[config.mk]
export PLATFORM = sky130hd
export DESIGN_NAME = fpmul_rr_arbiter_flat
export DESIGN_NICKNAME = d
export VERILOG_FILES = /design/src/rtl/fpmul_rr_arbiter_pkg.sv /design/src/rtl/fpmul_rr_arbiter_if.sv /design/src/rtl/fpmul_rr_arbiter_rr_pick.sv /design/src/rtl/fpmul_rr_arbiter.sv /design/src/flat_wrapper.sv
export SDC_FILE = /design/constraint.sdc
export NUM_CORES = 1
export LEC_CHECK = 0
export CAP_MARGIN = 0
export CORE_AREA = 4 4 155 157
export DETAILED_ROUTE_END_ITERATION = 8
export DIE_AREA = 0 0 159 161
export GPL_TIMING_DRIVEN = 0
export PLACE_DENSITY = 0.67
export SETUP_SLACK_MARGIN = 0.5
export SYNTH_ARGS = -nofsm -noshare
export SYNTH_HDL_FRONTEND = slang
export SYNTH_SLANG_ARGS = --single-unit
[constraint.sdc]
create_clock -name clk -period 8.82 [get_ports clk]
set_clock_uncertainty 0.15 [all_clocks]
set_input_delay 1.764 -clock clk [delete_from_list [all_inputs] [get_ports clk]]
set_output_delay 1.764 -clock clk [all_outputs]
set_load 0.005 [all_outputs]
[src/rtl/fpmul_rr_arbiter_pkg.sv]
// Shared types and constants for the FP multiplier round-robin arbiter.
package fp_pkg;

    localparam int FP_W = 32;
    localparam logic [FP_W-1:0] FP_QNAN = 32'h7FC00000;

    typedef enum logic [1:0] {
        IDLE  = 2'd0,
        ISSUE = 2'd1,
        WAIT  = 2'd2,
        RESP  = 2'd3
    } arb_state_t;

endpackage

[src/rtl/fpmul_rr_arbiter_if.sv]
// Requester and multiplier signals of the arbiter. The slave modport is the
// arbiter's view; the master modport is the clients plus multiplier side.
interface fpmul_rr_arbiter_if
    import fp_pkg::*;
#(
    parameter int N_REQ = 4,
    parameter int W     = FP_W
);
    logic [N_REQ-1:0]   req_valid;
    logic [N_REQ*W-1:0] req_op1;
    logic [N_REQ*W-1:0] req_op2;
    logic [N_REQ-1:0]   req_ready;
    logic [N_REQ-1:0]   rsp_valid;
    logic [W-1:0]       rsp_res;
    logic               rsp_err;
    logic               mul_ready;
    logic [W-1:0]       mul_op1;
    logic [W-1:0]       mul_op2;
    logic [W-1:0]       mul_res;
    logic               mul_done;

    modport slave (
        input  req_valid, req_op1, req_op2, mul_res, mul_done,
        output req_ready, rsp_valid, rsp_res, rsp_err, mul_ready, mul_op1, mul_op2
    );

    modport master (
        output req_valid, req_op1, req_op2, mul_res, mul_done,
        input  req_ready, rsp_valid, rsp_res, rsp_err, mul_ready, mul_op1, mul_op2
    );
endinterface

[src/rtl/fpmul_rr_arbiter_rr_pick.sv]
// Combinational round-robin picker: first set request at or after ptr,
// wrapping modulo N.
module rr_pick #(
    parameter int N  = 4,
    parameter int PW = $clog2(N)
) (
    input  logic [N-1:0]  req,
    input  logic [PW-1:0] ptr,
    output logic [N-1:0]  gnt_oh,
    output logic [PW-1:0] gnt_idx,
    output logic          any
);
    always_comb begin
        int idx;
        idx     = 0;
        gnt_oh  = '0;
        gnt_idx = '0;
        any     = 1'b0;
        for (int k = 0; k < N; k++) begin
            idx = int'(ptr) + k;
            if (idx >= N) idx = idx - N;
            if (!any && req[PW'(idx)]) begin
                any              = 1'b1;
                gnt_oh[PW'(idx)] = 1'b1;
                gnt_idx          = PW'(idx);
            end
        end
    end
endmodule

[src/rtl/fpmul_rr_arbiter.sv]
// Shares one FP multiplier among N_REQ requesters: round-robin grant, issue,
// wait for done or timeout, then a one-cycle result pulse to the winner.
module fpmul_rr_arbiter
    import fp_pkg::*;
#(
    parameter int N_REQ   = 4,
    parameter int W       = FP_W,
    parameter int TIMEOUT = 64
) (
    input  logic                 clk,
    input  logic                 rst,
    fpmul_rr_arbiter_if.slave    bus,
    output logic                 busy
);
    localparam int PW = $clog2(N_REQ);
    localparam int CW = $clog2(TIMEOUT) + 1;

    arb_state_t       state_q, state_d;
    logic [PW-1:0]    ptr_q, ptr_d;
    logic [PW-1:0]    gnt_q, gnt_d;
    logic [CW-1:0]    cnt_q, cnt_d;
    logic [N_REQ-1:0] req_ready_q, req_ready_d;
    logic [N_REQ-1:0] rsp_valid_q, rsp_valid_d;
    logic [W-1:0]     rsp_res_q, rsp_res_d;
    logic             rsp_err_q, rsp_err_d;
    logic             mul_ready_q, mul_ready_d;
    logic [W-1:0]     mul_op1_q, mul_op1_d;
    logic [W-1:0]     mul_op2_q, mul_op2_d;
    logic             busy_q, busy_d;

    logic [N_REQ-1:0] pick_oh;
    logic [PW-1:0]    pick_idx;
    logic             pick_any;

    rr_pick #(.N(N_REQ), .PW(PW)) u_pick (
        .req     (bus.req_valid),
        .ptr     (ptr_q),
        .gnt_oh  (pick_oh),
        .gnt_idx (pick_idx),
        .any     (pick_any)
    );

    always_comb begin
        state_d     = state_q;
        ptr_d       = ptr_q;
        gnt_d       = gnt_q;
        cnt_d       = cnt_q;
        req_ready_d = '0;
        rsp_valid_d = '0;
        rsp_res_d   = rsp_res_q;
        rsp_err_d   = rsp_err_q;
        mul_ready_d = 1'b0;
        mul_op1_d   = mul_op1_q;
        mul_op2_d   = mul_op2_q;
        case (state_q)
            IDLE: begin
                // Start pulse goes out together with the grant so the
                // multiplier sees it during the ISSUE cycle.
                if (pick_any) begin
                    gnt_d       = pick_idx;
                    mul_op1_d   = bus.req_op1[pick_idx*W +: W];
                    mul_op2_d   = bus.req_op2[pick_idx*W +: W];
                    req_ready_d = pick_oh;
                    mul_ready_d = 1'b1;
                    state_d     = ISSUE;
                end
            end
            ISSUE: begin
                cnt_d   = '0;
                state_d = WAIT;
            end
            WAIT: begin
                cnt_d = cnt_q + CW'(1);
                if (bus.mul_done) begin
                    rsp_res_d          = bus.mul_res;
                    rsp_err_d          = 1'b0;
                    rsp_valid_d[gnt_q] = 1'b1;
                    state_d            = RESP;
                end else if (cnt_q == CW'(TIMEOUT - 1)) begin
                    rsp_res_d          = W'(FP_QNAN);
                    rsp_err_d          = 1'b1;
                    rsp_valid_d[gnt_q] = 1'b1;
                    state_d            = RESP;
                end
            end
            RESP: begin
                ptr_d   = (gnt_q == PW'(N_REQ - 1)) ? '0 : gnt_q + PW'(1);
                state_d = IDLE;
            end
            default: state_d = IDLE;
        endcase
        busy_d = (state_d != IDLE);
    end

    always_ff @(posedge clk or negedge rst) begin
        if (!rst) begin
            state_q     <= IDLE;
            ptr_q       <= '0;
            gnt_q       <= '0;
            cnt_q       <= '0;
            req_ready_q <= '0;
            rsp_valid_q <= '0;
            rsp_res_q   <= '0;
            rsp_err_q   <= 1'b0;
            mul_ready_q <= 1'b0;
            mul_op1_q   <= '0;
            mul_op2_q   <= '0;
            busy_q      <= 1'b0;
        end else begin
            state_q     <= state_d;
            ptr_q       <= ptr_d;
            gnt_q       <= gnt_d;
            cnt_q       <= cnt_d;
            req_ready_q <= req_ready_d;
            rsp_valid_q <= rsp_valid_d;
            rsp_res_q   <= rsp_res_d;
            rsp_err_q   <= rsp_err_d;
            mul_ready_q <= mul_ready_d;
            mul_op1_q   <= mul_op1_d;
            mul_op2_q   <= mul_op2_d;
            busy_q      <= busy_d;
        end
    end

    assign bus.req_ready = req_ready_q;
    assign bus.rsp_valid = rsp_valid_q;
    assign bus.rsp_res   = rsp_res_q;
    assign bus.rsp_err   = rsp_err_q;
    assign bus.mul_ready = mul_ready_q;
    assign bus.mul_op1   = mul_op1_q;
    assign bus.mul_op2   = mul_op2_q;
    assign busy          = busy_q;
endmodule

[src/flat_wrapper.sv]
// flat-port wrapper written by rule: the top's interface ports become plain ports
module fpmul_rr_arbiter_flat import fp_pkg::*;
#(
    parameter int N_REQ   = 4,
    parameter int W       = FP_W,
    parameter int TIMEOUT = 64
)
  (clk, rst, busy, bus_req_valid, bus_req_op1, bus_req_op2, bus_mul_res, bus_mul_done, bus_req_ready, bus_rsp_valid, bus_rsp_res, bus_rsp_err, bus_mul_ready, bus_mul_op1, bus_mul_op2);
  fpmul_rr_arbiter_if #(.N_REQ(N_REQ), .W(W)) bus_i ();
  input  logic clk;
  input  logic rst;
  output logic busy;
  input wire logic [$bits(bus_i.req_valid)-1:0] bus_req_valid;
  input wire logic [$bits(bus_i.req_op1)-1:0] bus_req_op1;
  input wire logic [$bits(bus_i.req_op2)-1:0] bus_req_op2;
  input wire logic [$bits(bus_i.mul_res)-1:0] bus_mul_res;
  input wire logic [$bits(bus_i.mul_done)-1:0] bus_mul_done;
  output wire logic [$bits(bus_i.req_ready)-1:0] bus_req_ready;
  output wire logic [$bits(bus_i.rsp_valid)-1:0] bus_rsp_valid;
  output wire logic [$bits(bus_i.rsp_res)-1:0] bus_rsp_res;
  output wire logic [$bits(bus_i.rsp_err)-1:0] bus_rsp_err;
  output wire logic [$bits(bus_i.mul_ready)-1:0] bus_mul_ready;
  output wire logic [$bits(bus_i.mul_op1)-1:0] bus_mul_op1;
  output wire logic [$bits(bus_i.mul_op2)-1:0] bus_mul_op2;
  assign bus_i.req_valid = bus_req_valid;
  assign bus_i.req_op1 = bus_req_op1;
  assign bus_i.req_op2 = bus_req_op2;
  assign bus_i.mul_res = bus_mul_res;
  assign bus_i.mul_done = bus_mul_done;
  assign bus_req_ready = bus_i.req_ready;
  assign bus_rsp_valid = bus_i.rsp_valid;
  assign bus_rsp_res = bus_i.rsp_res;
  assign bus_rsp_err = bus_i.rsp_err;
  assign bus_mul_ready = bus_i.mul_ready;
  assign bus_mul_op1 = bus_i.mul_op1;
  assign bus_mul_op2 = bus_i.mul_op2;
  fpmul_rr_arbiter #(.N_REQ(N_REQ), .W(W), .TIMEOUT(TIMEOUT)) u_core (.clk(clk), .rst(rst), .bus(bus_i), .busy(busy));
endmodule
Word-level counts from Yosys, hierarchy flattened
Index checks and enable logic that the tools add are counted.
{"block": "totals", "reg_bits": 120}
{"block": "op_classes", "n_reduce_logical": 17, "n_shift": 2, "add_sub_neg": 9, "n_mux": 55, "bitwise_logic": 3, "eq_ne": 5, "order_cmp": 14}
{"operator": "128-bit by 8-bit variable part select with 32-bit output", "n": 2}
{"operator": "32-bit 2-to-1 mux", "n": 2}
{"operator": "4-bit 2-to-1 mux", "n": 9}
{"operator": "2-bit 2-to-1 mux", "n": 12}
{"operator": "1-bit 2-to-1 mux", "n": 21}
{"operator": "2-bit by 4-bit < comparator with 1-bit output (second input constant)", "n": 4}
{"operator": "7-bit case mux with 2 select lines", "n": 1}
{"operator": "4-bit bitwise OR", "n": 3}
{"operator": "1-bit demux with 2-bit select", "n": 5}
{"operator": "2-bit by 1-bit >= comparator with 1-bit output (second input constant)", "n": 5}
{"operator": "3-bit >= comparator (second input constant)", "n": 3}
{"operator": "1-bit binary-select mux with 2-bit select", "n": 4}
{"operator": "1-bit logical AND", "n": 8}
{"operator": "2-bit case mux with 4 select lines", "n": 1}
{"operator": "2-bit by 1-bit subtractor with 2-bit output (second input constant)", "n": 4}
{"operator": "7-bit by 1-bit adder with 7-bit output (second input constant)", "n": 1}
{"operator": "7-bit by 6-bit == test with 1-bit output (second input constant)", "n": 1}
{"operator": "2-bit by 2-bit adder with 3-bit output (second input constant)", "n": 2}
{"operator": "2-bit == test (second input constant)", "n": 3}
{"operator": "2-bit nonzero test", "n": 3}
{"operator": "2-bit AND reduction", "n": 2}
{"operator": "2-bit by 1-bit adder with 3-bit output (second input constant)", "n": 1}
{"operator": "2-bit by 3-bit >= comparator with 1-bit output (second input constant)", "n": 1}
{"operator": "1-bit logical NOT", "n": 3}
{"operator": "4 further kinds", "n": 4}

Longest topological paths before layout
{"block": "depth", "word_depth": 18, "ltp_mapped": 12, "depth_no_buf": 8}

By module
Synthesis repeated with hierarchy kept, for this count alone.
{"block": "unflattened", "cells_unflattened": 585, "area_unflattened_um2": 6642.6}
{"mod": "fpmul_rr_arbiter", "seq_area_each_um2": 3002.9, "instances": 1, "cells_per_inst": 522, "area_per_inst_um2": 6142.1}
{"mod": "rr_pick", "seq_area_each_um2": 0.0, "instances": 1, "cells_per_inst": 63, "area_per_inst_um2": 500.5}

Least setup slack after synthesis
OpenSTA, ideal clock, no wires.
{"block": "synth_path", "kind": "input to register", "start": "input bus_req_valid[1]", "end": "register u_core.mul_op1_q[10], in the netlist u_core.bus.mul_op1[10]", "arrival_time_ps": 3526, "path_slack_ps": 5012, "path_stages": 8, "cell_sequence": "mux4_2 > nor2b_1 > nor2_1 > o31ai_4 > buf_6 > buf_4 > mux2i_1 > o221ai_2"}
{"block": "synth_between", "elab_chain_cells": 14}
{"item": "from (decl)", "line": "flat_wrapper.sv:13", "source": "input wire logic [$bits(bus_i.req_valid)-1:0] bus_req_valid;"}
{"item": "1-bit binary-select mux with 2-bit select", "line": "fpmul_rr_arbiter_rr_pick.sv:22", "source": "if (!any && req[PW'(idx)]) begin"}
{"item": "1-bit 2-to-1 mux (implied by the code) (2 in a row)", "line": "fpmul_rr_arbiter_rr_pick.sv:22"}
{"item": "1-bit 2-to-1 mux", "line": "fpmul_rr_arbiter_rr_pick.sv:22"}
{"item": "1-bit logical NOT", "line": "fpmul_rr_arbiter_rr_pick.sv:22"}
{"item": "1-bit logical AND", "line": "fpmul_rr_arbiter_rr_pick.sv:22"}
{"item": "1-bit 2-to-1 mux", "line": "fpmul_rr_arbiter_rr_pick.sv:22"}
{"item": "1-bit logical NOT", "line": "fpmul_rr_arbiter_rr_pick.sv:22"}
{"item": "1-bit logical AND", "line": "fpmul_rr_arbiter_rr_pick.sv:22"}
{"item": "1-bit 2-to-1 mux", "line": "fpmul_rr_arbiter_rr_pick.sv:22"}
{"item": "1-bit logical NOT", "line": "fpmul_rr_arbiter_rr_pick.sv:22"}
{"item": "1-bit logical AND", "line": "fpmul_rr_arbiter_rr_pick.sv:22"}
{"item": "2-bit 2-to-1 mux / 1-bit 2-to-1 mux (equally long branches)", "line": "fpmul_rr_arbiter_rr_pick.sv:22"}
{"item": "128-bit by 8-bit variable part select with 32-bit output / 2-bit AND reduction (equally long branches)"}
{"item": "to (signal assigned)", "line": "fpmul_rr_arbiter.sv:119", "source": "mul_op1_q <= mul_op1_d;"}
{"item": "to (decl)", "line": "fpmul_rr_arbiter.sv:27", "source": "logic [W-1:0] mul_op1_q, mul_op1_d;"}
Several ways; a longest one is shown, not always the timed one. The select of a mux whose other input is x is not followed.
A chain may end at the register's enable or synchronous reset.

Worst setup path after layout
{"block": "layout_path", "start": "input bus_req_valid[2]", "end": "register u_core.mul_op1_q[23], in the netlist u_core.bus.mul_op1[23]"}
Same word-level chain as after synthesis.

==> flow_results.org <==
** Timing
- Maximum clock rate :: 227 MHz
- Count of endpoints failing setup in the final report :: 0
- Setup TNS :: 0 ns
- Headroom to the max-slew limit :: 44.1%
- Post-route setup slack :: 4.41 ns
- Final period demand of the worst path :: 4.41 ns
- Max-slew violation count :: 0
- Worst Tran Pin Value :: 0.835 ns
- Final Hold Vio Count :: 0
- The final critical path takes up 50.0% of the cycle.
- Setup repair after global routing left no endpoint under its margin.

** Yosys
- Most used flip-flop cell after synthesis :: sky130_fd_sc_hd__dfrtp_1
- Proportion of synthesized flip-flops having asynchronous set or reset :: 100%
- Synth Net Count :: 892
- Of the post-synthesis cell area, the dominant cell type holds about 43%.
- Top post-synthesis cells by area :: sky130_fd_sc_hd__dfrtp_1 (43%), sky130_fd_sc_hd__mux2i_1 (19%), sky130_fd_sc_hd__o221ai_2 (11%)
- Post-Synthesis Cell Area :: 7000 sq um
- After Yosys synthesis, XOR and XNOR cells account for 0.125% of the synthesized area.
- Measured against the total synthesized area, the mux share comes to between 20% and 30%.
- By area, the combinational part of the netlist is dominated by compound AO/OA/AOI/OAI gates.
- Counting flops with a built-in enable in the synthesized netlist gives 0.
- After Yosys synthesis, full adders, half adders and majority gates account for 2.86% of the synthesized area.
- Of the synthesized area, sequential elements account for 42.9%.
- Distinct cell type count after synthesis :: 49
- Average size of a mapped cell :: 12.0 sq um
- After Yosys synthesis, and, or, nand and nor cells account for 7.08% of the synthesized area.
- The Yosys step of the flow raised 0 warnings.
- Synthesis inferred 120 register bits.
- Area leader, netlist :: sky130_fd_sc_hd__dfrtp_1
- Compound-Gate Fraction of Synth Area :: 20.5%
- Cells after Synth :: around 580

** Route
- For this block, the initial DRC count from the detailed router was 354.
- In the final routed layout, each cell accounts on average for 22.5 um.
- Post-Route WL :: 29.3 mm
- DRC errors left :: 0
- First-pass iteration count of the detailed router :: 5
- Total via count after detailed routing :: between 6k and 7k
- Antenna Nets Post-Route :: 0
- After detailed routing, the number of vias per cell comes to just under 5.

** Power and ir drop
- Static leakage :: 4.98 nW
- Power density over the cells :: approximately 340 nW/um^2
- Clock Power Share :: 17.9%
- Internal power :: 2.52 mW
- In this run, the combinational gates consume 59.2% of the power.
- Net switching power :: 1.59 mW
- In this run, flip-flops and latches consume 22.9% of the power.
- Fraction of power spent switching nets :: roughly two fifths
- Across the VDD grid, the largest voltage drop is roughly 0.15 mV.

** Clocking
- Clock sink total :: between 100 and 150
- TritonCTS built the clock tree.
- Count of buffers added by post-CTS timing repair for setup :: 0
- Hold repair after CTS inserted 0 buffers.
- The clock reaches the later pin of the worst-skew pair after 0.41 ns.
- Maximum root-to-sink buffer count :: 2
- The cell sitting at the root of the clock tree is a sky130_fd_sc_hd__clkbuf_16.
- In this run, post-CTS repair resized a total of 0 instances.
- Clock transition at the registers of the reported paths :: 0.05 ns
- Inserted Clock Buffers :: 17
- Number of levels the H-tree was split into :: 4

** Min path
- The worst hold path terminates at u_core.bus.mul_op1[3].
- The path class of the tightest hold or removal check is flop to flop.
- Worst Hold Launch :: u_core.bus.mul_op1[3]
- Worst hold path cell count :: 2

** Setup path
- The number of cells on the worst reg-to-reg path is 9.
- The critical path in this run is classified as input port to flop.
- The startpoint identified for the worst register-to-register timing path is u_core.ptr_q[0].
- Of all nets on the critical path, the largest fanout is 10.
- STA classifies the critical path endpoint as a flop.
- Setup slack on the worst reg-to-reg path comes out at 4.93 ns.
- In this run the critical register-to-register path is captured at u_core.bus.mul_op1[23].
- WP data required :: 9.00 ns
- STA puts the critical path data arrival time at 4.59 ns.
- The worst setup path is launched from an input port.
- Tracing the worst setup path back leads to its startpoint at bus_req_valid[2].

** Cells and area
- Cells with a size suffix above 1 make up roughly an eighth of the layout.
- Area grow syn2layout :: 71.8%
- The layout has 2018 filler cells.
- In the final design database the tool counted roughly 1.3k nets.

** Global routing
- Antenna violations before repair :: 2
- The first global-routing pass estimated 44.4 mm of wire.
- Pin count of the biggest net entering global routing :: 69
- Number of global-route vias before repair :: 6878
- Total routing usage reported by global routing :: 22.4%
- Grt total ovfl :: 0

** Floorplan
- The die covers between 20000 and 30000 sq um.
- Number of I/O pins :: 402
- The core region is 22500 sq um.
- Width of the die :: 159 um
- The die is 161 um tall.
- After floorplanning, the core was divided into between 50 and 60 placement rows.
- Initial core utilization :: 31.1%

** Placement
- Routability cong. :: 0.870
- Post-DP HPWL :: 23.2 mm
- Buffers placed on the I/O ports in this run total 401.
- Timing analysis after detailed placement gives a worst setup slack of 3.93 ns.

** Run status
- Run status :: complete, no violations

** Job
- Number of max-capacitance violations reported :: 0
[routing by layer]
metal	GRT usage (%)	wire length, um	vias up
met5	0	13	-
met4	4.62	340	2
met3	7.53	2240	25
met2	38.4	14700	258
met1	27.7	11900	3100
li1	-	-	3040
[worst max path at each step]
stage / cells after the start / slack (ns) / end
final: 6 / 4.41 / u_core.bus.mul_op1[23]
after global routing: 6 / 4.22 / u_core.bus.mul_op1[26]
after CTS: 6 / 4.36 / u_core.bus.mul_op1[23]
after detailed placement: 6 / 3.93 / u_core.bus.mul_op1[26]
after global placement: 1 / 0.86 / u_core.bus.mul_op2[28]
after floorplan: 8 / 5.01 / u_core.bus.mul_op1[10]
[kinds of logic after synthesis]
kind of cell | count (synthesis)
AO/OA/AOI/OAI | 137
multiplexers | 137
flip-flops | 120
AND/OR/NAND/NOR | 113
buffers and inverters | 57
adder cells (fa/ha/maj) | 16
XOR/XNOR | 1
[power groups by stage]
stage               Sequential (mW)  Clock [mW]  Combinational (mW)
CTS                           0.942       0.752                2.48
floorplan                     0.950           0                1.43
finish                        0.942       0.734                2.43
detailed placement            0.941           0                2.47
global placement              0.939           0                2.45
global route                  0.974       0.776                2.63
[state kept, by name (all words and copies together) (netlist names)]
| register | count |
|---|---|
| u_core.busy | 1 |
| u_core.ptr_q | 2 |
| u_core.state_q | 2 |
| u_core.bus.mul_ready | 1 |
| u_core.bus.mul_op1 | 32 |
| u_core.bus.rsp_err | 1 |
| u_core.bus.req_ready | 4 |
| u_core.cnt_q | 7 |
| u_core.bus.mul_op2 | 32 |
| u_core.gnt_q | 2 |
| u_core.bus.rsp_valid | 4 |
| u_core.bus.rsp_res | 32 |
[Yosys cell counts (2+ instances only)]
master                     number
sky130_fd_sc_hd__o221ai_1      17
sky130_fd_sc_hd__clkbuf_1      16
sky130_fd_sc_hd__a22o_1        24
sky130_fd_sc_hd__mux2_2         2
sky130_fd_sc_hd__inv_1         10
sky130_fd_sc_hd__mux4_2         4
sky130_fd_sc_hd__nor2b_1        2
sky130_fd_sc_hd__a21oi_1       13
sky130_fd_sc_hd__a22oi_1        2
sky130_fd_sc_hd__dfrtp_1      120
sky130_fd_sc_hd__nand2_1       76
sky130_fd_sc_hd__and2_1         5
sky130_fd_sc_hd__nand3_1        5
sky130_fd_sc_hd__buf_6         15
sky130_fd_sc_hd__o221ai_2      49
sky130_fd_sc_hd__o22a_1         9
sky130_fd_sc_hd__buf_4          6
sky130_fd_sc_hd__o21ai_0       11
sky130_fd_sc_hd__nor2_1        14
sky130_fd_sc_hd__ha_1          16
sky130_fd_sc_hd__mux2i_1      131
sky130_fd_sc_hd__buf_2          3
sky130_fd_sc_hd__buf_8          5
[critical path, stage by stage]
cell and delay (ns):
sky130_fd_sc_hd__clkdlybuf4s50_1 0.51, sky130_fd_sc_hd__mux4_2 0.63, sky130_fd_sc_hd__o41ai_4 0.85, sky130_fd_sc_hd__clkbuf_1 0.59, sky130_fd_sc_hd__nand2_1 0.15, sky130_fd_sc_hd__o221ai_2 0.08
[stage by stage]
stage | total power [mW] | cells | hold WS (ns) | cell area [sq um] | util [%]
after floorplan | 2.38 | 581 | 0.322 | 7000 | -
after global placement | 3.39 | 1267 | 0.318 | 11400 | 50.5
after detailed placement | 3.41 | 1268 | 0.319 | 11400 | 50.6
after CTS | 4.17 | 1300 | 0.336 | 12000 | 53.4
after global routing | 4.38 | 1301 | 0.354 | 12000 | 53.4
final | 4.11 | 1301 | 0.332 | 12000 | 53.4
[area by class of cell]
class / count / area, sq um / area share (%)
Antenna cell: 1 / 2.50 / 0.0208
Buffer: 46 / 384 / 3.20
Clock buffer: 19 / 453 / 3.77
Clock inverter: 13 / 168 / 1.40
Inverter: 11 / 43.8 / 0.364
Multi-Input combinational cell: 404 / 3560 / 29.7
Sequential cell: 120 / 3000 / 25.0
Tap cell: 285 / 357 / 2.97
Timing Repair Buffer: 402 / 4040 / 33.6
[cells in the final DEF, fill, tap and decap left out, types with 2 or more instances in the layout]
master,n
sky130_fd_sc_hd__a22oi_1,2
sky130_fd_sc_hd__o221ai_1,17
sky130_fd_sc_hd__a21oi_1,13
sky130_fd_sc_hd__bufinv_16,3
sky130_fd_sc_hd__clkinv_4,3
sky130_fd_sc_hd__nand3_1,5
sky130_fd_sc_hd__inv_6,3
sky130_fd_sc_hd__mux4_2,4
sky130_fd_sc_hd__inv_1,10
sky130_fd_sc_hd__buf_8,5
sky130_fd_sc_hd__clkbuf_16,17
sky130_fd_sc_hd__o22a_1,9
sky130_fd_sc_hd__clkdlybuf4s50_1,400
sky130_fd_sc_hd__o21ai_0,11
sky130_fd_sc_hd__nand2_1,76
sky130_fd_sc_hd__clkbuf_8,2
sky130_fd_sc_hd__and2_1,5
sky130_fd_sc_hd__buf_2,3
sky130_fd_sc_hd__dfrtp_1,120
sky130_fd_sc_hd__buf_4,6
sky130_fd_sc_hd__nor2_1,14
sky130_fd_sc_hd__clkinvlp_4,2
sky130_fd_sc_hd__mux2_2,2
sky130_fd_sc_hd__nor2b_1,2
sky130_fd_sc_hd__clkinv_2,2
sky130_fd_sc_hd__ha_1,16
sky130_fd_sc_hd__clkbuf_1,16
sky130_fd_sc_hd__mux2i_1,131
sky130_fd_sc_hd__o221ai_2,49
sky130_fd_sc_hd__a22o_1,24
sky130_fd_sc_hd__buf_6,16
No activity file was read; power rests on OpenSTA's default activity.
